### src/rtl/dmem_arb_pkg.sv
// Shared types and constants for the data-memory arbiter.
package dmem_arb_pkg;
  typedef enum logic {
    CPU_PRI  = 1'b0,
    DBG_LOCK = 1'b1
  } arb_state_t;

  localparam int MAX_WAIT_DEF = 4;
  localparam int STALL_W      = 16;
endpackage

### src/rtl/sat_counter.sv
// Up-counter that sticks at MAX; clear wins over increment.
module sat_counter #(
  parameter int           W   = 4,
  parameter logic [W-1:0] MAX = '1
) (
  input  logic         clk,
  input  logic         rst_n,
  input  logic         inc,
  input  logic         clr,
  output logic [W-1:0] cnt
);
  always_ff @(posedge clk or negedge rst_n) begin
    if (!rst_n)                 cnt <= '0;
    else if (clr)               cnt <= '0;
    else if (inc && cnt != MAX) cnt <= cnt + 1'b1;
  end
endmodule

### src/rtl/dmem_arbiter.sv
// Single-port data memory arbiter: CPU priority, bounded debug starvation,
// and a debug lock mode for bursts.
module dmem_arbiter
  import dmem_arb_pkg::*;
#(
  parameter int DATA_W   = 32,
  parameter int ADDR_W   = 32,
  parameter int MAX_WAIT = MAX_WAIT_DEF
) (
  input  logic              clk_i,
  input  logic              rst_n_i,
  input  logic              cpu_req_i,
  input  logic              cpu_we_i,
  input  logic [ADDR_W-1:0] cpu_addr_i,
  input  logic [DATA_W-1:0] cpu_wdata_i,
  output logic [DATA_W-1:0] cpu_rdata_o,
  output logic              cpu_stall_o,
  input  logic              dbg_valid_i,
  output logic              dbg_ready_o,
  input  logic              dbg_we_i,
  input  logic              dbg_lock_i,
  input  logic [ADDR_W-1:0] dbg_addr_i,
  input  logic [DATA_W-1:0] dbg_wdata_i,
  output logic              dbg_rvalid_o,
  output logic [DATA_W-1:0] dbg_rdata_o,
  output logic              mem_en_o,
  output logic              mem_we_o,
  output logic [ADDR_W-1:0] mem_addr_o,
  output logic [DATA_W-1:0] mem_wdata_o,
  input  logic [DATA_W-1:0] mem_rdata_i,
  output logic [15:0]       stall_cnt_o
);
  localparam int                WAIT_W   = $clog2(MAX_WAIT + 1);
  localparam logic [WAIT_W-1:0] WAIT_MAX = WAIT_W'(MAX_WAIT);

  arb_state_t        state, state_nxt;
  logic [WAIT_W-1:0] wait_cnt;
  logic              dbg_hs, cpu_gnt, locked;

  assign locked      = (state == DBG_LOCK);
  assign dbg_ready_o = locked || !cpu_req_i || (wait_cnt == WAIT_MAX);
  assign dbg_hs      = dbg_valid_i && dbg_ready_o;
  assign cpu_gnt     = !dbg_hs && cpu_req_i && !locked;
  assign cpu_stall_o = cpu_req_i && (locked || dbg_hs);
  assign cpu_rdata_o = mem_rdata_i;

  always_ff @(posedge clk_i or negedge rst_n_i) begin
    if (!rst_n_i) state <= CPU_PRI;
    else          state <= state_nxt;
  end

  // Every debug handshake re-decides ownership from its lock bit.
  always_comb begin
    state_nxt = state;
    if (dbg_hs) state_nxt = dbg_lock_i ? DBG_LOCK : CPU_PRI;
  end

  always_comb begin
    mem_en_o    = 1'b0;
    mem_we_o    = 1'b0;
    mem_addr_o  = '0;
    mem_wdata_o = '0;
    if (dbg_hs) begin
      mem_en_o    = 1'b1;
      mem_we_o    = dbg_we_i;
      mem_addr_o  = dbg_addr_i;
      mem_wdata_o = dbg_wdata_i;
    end else if (cpu_gnt) begin
      mem_en_o    = 1'b1;
      mem_we_o    = cpu_we_i;
      mem_addr_o  = cpu_addr_i;
      mem_wdata_o = cpu_wdata_i;
    end
  end

  // Clearing whenever the request is not being denied keeps the count tied
  // to consecutive denials of one pending request.
  sat_counter #(.W(WAIT_W), .MAX(WAIT_MAX)) u_wait_cnt (
    .clk   (clk_i),
    .rst_n (rst_n_i),
    .inc   (dbg_valid_i && !dbg_ready_o),
    .clr   (dbg_hs || !dbg_valid_i),
    .cnt   (wait_cnt)
  );

  sat_counter #(.W(STALL_W), .MAX({STALL_W{1'b1}})) u_stall_cnt (
    .clk   (clk_i),
    .rst_n (rst_n_i),
    .inc   (cpu_stall_o),
    .clr   (1'b0),
    .cnt   (stall_cnt_o)
  );

  always_ff @(posedge clk_i or negedge rst_n_i) begin
    if (!rst_n_i) begin
      dbg_rvalid_o <= 1'b0;
      dbg_rdata_o  <= '0;
    end else begin
      dbg_rvalid_o <= dbg_hs && !dbg_we_i;
      if (dbg_hs && !dbg_we_i) dbg_rdata_o <= mem_rdata_i;
    end
  end
endmodule

### config.mk
export PLATFORM = sky130hd
export DESIGN_NAME = dmem_arbiter
export DESIGN_NICKNAME = d
export VERILOG_FILES = /design/src/rtl/dmem_arb_pkg.sv /design/src/rtl/sat_counter.sv /design/src/rtl/dmem_arbiter.sv
export SDC_FILE = /design/constraint.sdc
export NUM_CORES = 1
export LEC_CHECK = 0
export CAP_MARGIN = 40
export CORE_AREA = 2 2 121 123
export CTS_CLUSTER_SIZE = 10
export DETAILED_ROUTE_END_ITERATION = 6
export DIE_AREA = 0 0 123 125
export PLACE_DENSITY_LB_ADDON = 0.12
export SLEW_MARGIN = 20
export SYNTH_ARGS = -nofsm -noshare
export SYNTH_HDL_FRONTEND = slang
export SYNTH_SLANG_ARGS = --single-unit
### constraint.sdc
create_clock -name clk_i -period 4.7 [get_ports clk_i]
set_input_delay 0.94 -clock clk_i [delete_from_list [all_inputs] [get_ports clk_i]]
set_output_delay 0.94 -clock clk_i [all_outputs]
set_load 0.02 [all_outputs]
* After elaboration in Yosys (flattened, before gate mapping)
Cells that the tools add are included.
** Word-level totals
- Logic and storage cells :: 40
- Register bits :: 53
- Input bits :: 167
** Cells by class
- $add $sub $neg :: 2
- Eq/ne operators :: 3
- Mux-type cells :: 11
- Reductions and logical operators :: 19
** Operators with widths (number)
- $mux 32 :: 4
- $add 16x1->16 const B :: 1
- $ne 16x16->1 const B :: 1
- $logic_and 1x1->1 :: 8
- $logic_not 1->1 :: 6
- $mux 3 :: 2
- $mux 1 :: 5
- $logic_or 1x1->1 :: 4
- $add 3x1->3 const B :: 1
- $eq 3x3->1 const B :: 1
- $ne 3x3->1 const B :: 1
- $reduce_bool 2->1 :: 1

* Logic depth before layout (Yosys ltp)
- Word-level depth :: 9
- Gate-level depth with buffers :: 8

* By module
From an unflattened synthesis, not the netlist that was laid out.
** Second synthesis, totals
- Cell total of the unflattened synthesis :: 313
- Area, all modules :: 3538.4 µm²
** Modules (own cells, without submodules)
- dmem_arbiter :: area each 2402.3 µm², instances 1, cells an instance 198
- sat_counter (u_stall_cnt) :: area each 942.2 µm², instances 1, cells an instance 98
- sat_counter (u_wait_cnt) :: area each 193.9 µm², instances 1, cells an instance 17

* Worst setup path after synthesis
No wires, ideal clock.
- Path type :: input -> output
- Start point :: in cpu_req_i
- End point :: out mem_wdata_o[13]
- Arrival :: 2197 ps
- Cell stages on the path :: 6
- Data required time :: 3760 ps
- Path buffers :: 3
- Setup slack :: 1563 ps
- Cell sequence :: nor2b_1 -> buf_4 -> buf_2 -> clkbuf_1 -> nand2_1 -> o21ai_0
** On the way
- Word-level cells in the longest chain between the ends :: 9
** RTL lines
- start: declaration :: line dmem_arbiter.sv:12 : input logic cpu_req_i,
- $logic_not 1->1 :: line dmem_arbiter.sv:41 : assign dbg_ready_o = locked || !cpu_req_i || (wait_cnt == WAIT_MAX);
- $logic_or 1x1->1 (2 in series) :: line dmem_arbiter.sv:41
- $logic_and 1x1->1 :: line dmem_arbiter.sv:42 : assign dbg_hs = dbg_valid_i && dbg_ready_o;
- $logic_not 1->1 :: line dmem_arbiter.sv:43 : assign cpu_gnt = !dbg_hs && cpu_req_i && !locked;
- $logic_and 1x1->1 (2 in series) :: line dmem_arbiter.sv:43
- $mux 32 :: line dmem_arbiter.sv:68 : end else if (cpu_gnt) begin
- $mux 32 * :: line dmem_arbiter.sv:63 : if (dbg_hs) begin
- end: declaration :: line dmem_arbiter.sv:29 : output logic [DATA_W-1:0] mem_wdata_o,
Every way passes the cells marked *; elsewhere a longest branch is shown, timed or not.

* Worst setup path after layout
- Start point :: in cpu_req_i
- End point :: out mem_addr_o[18]
** On the way
- Word-level cells in the longest chain between the ends :: 9
** RTL lines
- $logic_not 1->1 :: line dmem_arbiter.sv:41
- $logic_or 1x1->1 (2 in series) :: line dmem_arbiter.sv:41
- $logic_and 1x1->1 :: line dmem_arbiter.sv:42
- $logic_not 1->1 :: line dmem_arbiter.sv:43
- $logic_and 1x1->1 (2 in series) :: line dmem_arbiter.sv:43
- $mux 32 :: line dmem_arbiter.sv:68
- $mux 32 * :: line dmem_arbiter.sv:63
- end: declaration :: line dmem_arbiter.sv:28 : output logic [ADDR_W-1:0] mem_addr_o,
Marked as above.

==> run summary <==
The met1 usage in global routing is 0.188, and the data arrival time of the critical path is 3.10 ns. The critical path goes through clkdlybuf4s50_1 > nor2b_4 > a21boi_4 > buf_12 > nand2_1 > o21ai_0 > clkdlybuf4s50_1. The global placer's final weighted congestion is 0.902. The maximum number of pins on one net before global-route repair is 77.

The per-cell routed wire length was 15.5 um. The combined buffer and inverter count along the critical path is 3, and the count of antenna diodes in the layout is 0. The number of pins with negative max-slew slack in the final report was 0; the switching part of the total power was 0.343. Using the TritonRoute via totals, the vias-per-cell ratio works out to 4.47. The overall fraction of global-route tracks in use came out at 0.169. The placed wire-length estimate after detailed placement was 10800 um; the setup clock skew after layout was 0.00475 ns. The effective utilization at floorplan is 0.248, and the maximum single-stage delay on the critical path is 0.65 ns.

The type of the most critical hold path was flip-flop to flip-flop. The proportion of synthesized chip area in sequential cells is 0.377. Among all flip-flop cells after synthesis, the most frequent one is sky130_fd_sc_hd__dfrtp_1. Commonest non-fill, non-tap cell in the layout: sky130_fd_sc_hd__clkdlybuf4s50_1. The net count of the finished layout is 850, and the standard-cell row count is 44. The path type of the worst setup path was primary input to output port. The combinational share of power came out at 0.485. TritonCTS built the clock tree. The synthesized-area fraction occupied by ao, oa, aoi and oai cells was 0.119; the CTS buffer count was 5.

The run finished with clean final reports. After clock tree synthesis, the flow added hold-fix buffers numbering 0. The tools report the tightest slew margin relative to the limit as 0.553. The run gives 3929 as the via count of the first global-routing pass.

The largest family of logic cells by synthesized area was simple AND/OR/NAND/NOR gates. STA classifies the critical path endpoint as an output port. The worst setup path is launched from a primary input. The tool flagged a number of max-cap violations equal to 0. The cell type with the highest occurrence count on the critical path was sky130_fd_sc_hd__clkdlybuf4s50_1.

On the critical path, the stage with the largest delay is an instance of sky130_fd_sc_hd__clkdlybuf4s50_1. Summing over every cut layer, the via total after detailed routing is 3863. The first global-routing pass estimated 20500 um of wire. Critical path's top delay family: buffers and inverters. The signed area change from the synthesized netlist to the final layout was 92.8%; the cell internal power dissipation was 1340 uW. After detailed routing, the number of remaining DRC violations is 0. Yosys mapped a number of flops with a built-in enable equal to 0. Once detail routing completed, the nets flagged for antenna violations numbered 0. Total of warnings raised by yosys: 0.

In this run the power spent charging and discharging nets is 699 uW. After detailed routing, the total wire length is 13400 um. The logs give 0 for the number of antenna violations at the first check in global routing and 1800 um^2 for the combined area of the multi-input logic cells. The number of setup buffers added after CTS was 0; the post-synthesis share of cell area spent on and, or, nand and nor gates was 0.208. The number of DRC markers in iteration 0 came out at 190. The adder-cell share of the synthesized area was 0.0107; the final period demand of the worst path was 4.04 ns. The maximum operating frequency came out at 247 MHz.

IR analysis of the VDD net gives a maximum drop of 0.245 mV. The global routing stage identified its most utilized layer as met2. The run gives 6610 um^2 as the cell area after placement. The tools report the met2 track demand over resource in global routing as 0.312. In this run the static leakage power is 0.00271 uW.

Setup violations remaining at the end of the flow were counted as 0. Mux share of post-synthesis cell area: 0.144. Setup repair after global routing left no endpoint under its margin. The share of layout cells above drive strength 1 is 0.0881, and the number of H-tree levels is 2. The clock-pin slew on the worst setup and hold paths is 0.07 ns, and the xor and xnor area share after synthesis is 0.0274.

The floorplan step set the die height to 125 um. The tree is rooted in a sky130_fd_sc_hd__clkbuf_16. Of all nets on the critical path, the largest fanout is 76.

The fraction of registers with async set/reset works out to 1.00. In the layout the commonest cells are sky130_fd_sc_hd__clkdlybuf4s50_1 (314), sky130_fd_sc_hd__nand2_1 (135), sky130_fd_sc_hd__o21ai_0 (66). The portion of the clock cycle consumed by the worst path in the final layout is 0.860, and the post-cts repair resize count is 0. The cell area after layout is 6780 um^2, and the total of flip-flops plus latches after synthesis is 53.

After routing, the total negative slack on setup checks comes to 0 ns. Dividing the synthesized area by the synthesized cell count gives 8.56 um^2. The number of instances in the synthesized netlist was 411; the sequential cell fraction of total power was 0.304. The data required time of the worst path is 3.76 ns. The logs give 857 for the cell count after placement and 14200 um^2 for the area of the core region.

For the number of optimization iterations in the first detailed-route pass, the log shows 5. The clock reaches the later pin of the worst-skew pair after 0.29 ns. The combined flip-flop and latch cell area came out at 1330 um^2.

The number of nets produced by synthesis is 581. The cell area after synthesis is 3520 um^2. The number of clock sinks seen by CTS was 53; the power per standard cell area was 300 nW/um^2. The synthesized netlist contains 39 unique library cells. Final design utilization: 0.478. From left edge to right edge, the die measures 123 um. The tools report the relative contribution of the clock network to total power as 0.211. In this run the tool buffered the top-level ports with 315 buffer cells. For the count of pins on the block boundary, the log shows 316.

Counting the fill cells in the layout gives 1331. The maximum buffer depth of the clock tree came out at 2. The number of failing hold endpoints at the final stage is 0. The tools report the met3 demand-to-capacity share in global routing as 0.0415. After global routing the overflow that remains totals 0. At the pin with the least slew margin, the transition time is 0.671 ns. The area enclosed by the die boundary came out at 15400 um^2. The tools report the final non-filler cell total as 865.
## metrics by stage
stage | hold WS, ns | power (uW) | setup WS, ns
3_3_place_gp | 0.446 | 1610 | 0.684
2_1_floorplan | 0.431 | 1090 | 1.56
5_1_grt | 0.489 | 2160 | 0.488
6_report | 0.483 | 2040 | 0.658
3_5_place_dp | 0.467 | 1620 | 0.679
4_1_cts | 0.478 | 2070 | 0.671
## cell usage after synthesis, types with 2 or more instances
master	instances	area, um^2
sky130_fd_sc_hd__nor2b_1	2	12.5
sky130_fd_sc_hd__inv_1	4	15.0
sky130_fd_sc_hd__dfrtp_1	53	1330
sky130_fd_sc_hd__buf_4	34	255
sky130_fd_sc_hd__o21ai_0	66	330
sky130_fd_sc_hd__nand3_1	5	25.0
sky130_fd_sc_hd__and3_1	4	25.0
sky130_fd_sc_hd__buf_6	3	33.8
sky130_fd_sc_hd__nor3_2	2	20.0
sky130_fd_sc_hd__nor2_1	5	18.8
sky130_fd_sc_hd__buf_2	9	45.0
sky130_fd_sc_hd__xnor2_1	7	61.3
sky130_fd_sc_hd__mux2_2	4	45.0
sky130_fd_sc_hd__a31oi_1	4	25.0
sky130_fd_sc_hd__clkbuf_1	13	48.8
sky130_fd_sc_hd__xor2_1	4	35.0
sky130_fd_sc_hd__ha_1	3	37.5
sky130_fd_sc_hd__nand4_1	4	25.0
sky130_fd_sc_hd__nand2_1	135	507
sky130_fd_sc_hd__a21oi_1	2	10.0
sky130_fd_sc_hd__mux2_4	30	450
## worst reg2reg max path: stages, from the launching register on
cell	delay, ns
sky130_fd_sc_hd__dfrtp_1	0.41
sky130_fd_sc_hd__inv_1	0.07
sky130_fd_sc_hd__ha_1	0.17
sky130_fd_sc_hd__nand2_1	0.13
sky130_fd_sc_hd__a21boi_4	0.37
sky130_fd_sc_hd__buf_12	0.31
sky130_fd_sc_hd__and2b_2	0.49
sky130_fd_sc_hd__buf_12	0.26
sky130_fd_sc_hd__mux2_2	0.37
## cell type report
type / count / area share
inverter: 4 / 0.00221
tap: 184 / 0.0339
multi-input combinational: 294 / 0.265
sequential: 53 / 0.195
clock buffer: 5 / 0.0184
clock inverter: 3 / 0.00738
timing repair buffer: 322 / 0.477
## state kept, by name, indices dropped and copies added (netlist names)
| name | flops |
|---|---|
| u_wait_cnt.cnt | 3 |
| dbg_rvalid_o | 1 |
| locked | 1 |
| u_stall_cnt.cnt | 16 |
| dbg_rdata_o | 32 |
## power groups by stage
stage	clock network, uW	logic [uW]	registers [uW]
after global routing	471	1050	635
final	430	988	620
after global placement	0	988	622
after CTS	450	998	620
after detailed placement	0	992	628
after floorplan	0	374	719
## cell families (layout without fill, tap and decap cells)
family / Yosys count / in the layout
DFF: 53 / 53
AOI/OAI and AO/OA: 77 / 77
and+or+nand+nor: 168 / 168
buffers and inverters: 64 / 334
muxes: 35 / 35
xor gates and xnor gates: 11 / 11
adders and majority gates: 3 / 3
## metal layers
layer	wire [um]	share of wire
met5	0	0
met4	340	0.025
met3	1120	0.083
met2	6880	0.51
met1	5050	0.38
## final timing paths
| check | startpoint | end | slack, ns | depth (start not counted) |
|---|---|---|---|---|
| max in group asynchronous | rst_n_i | u_wait_cnt.cnt[1]$_DFFE_PN0P_ | 3.49 | 2 |
| worst max register to register | u_wait_cnt.cnt[0]$_DFFE_PN0P_ | dbg_rdata_o[0]$_DFFE_PN0P_ | 2.02 | 8 |
| worst max-delay path | cpu_req_i | mem_addr_o[18] | 0.66 | 7 |
| worst min-delay path | u_wait_cnt.cnt[0]$_DFFE_PN0P_ | u_wait_cnt.cnt[0]$_DFFE_PN0P_ | 0.48 | 1 |
| worst min register to register | u_wait_cnt.cnt[0]$_DFFE_PN0P_ | u_wait_cnt.cnt[0]$_DFFE_PN0P_ | 0.48 | 1 |
| min in group asynchronous | rst_n_i | dbg_rdata_o[21]$_DFFE_PN0P_ | 0.76 | 2 |
Power figures use the tool's default switching activity.
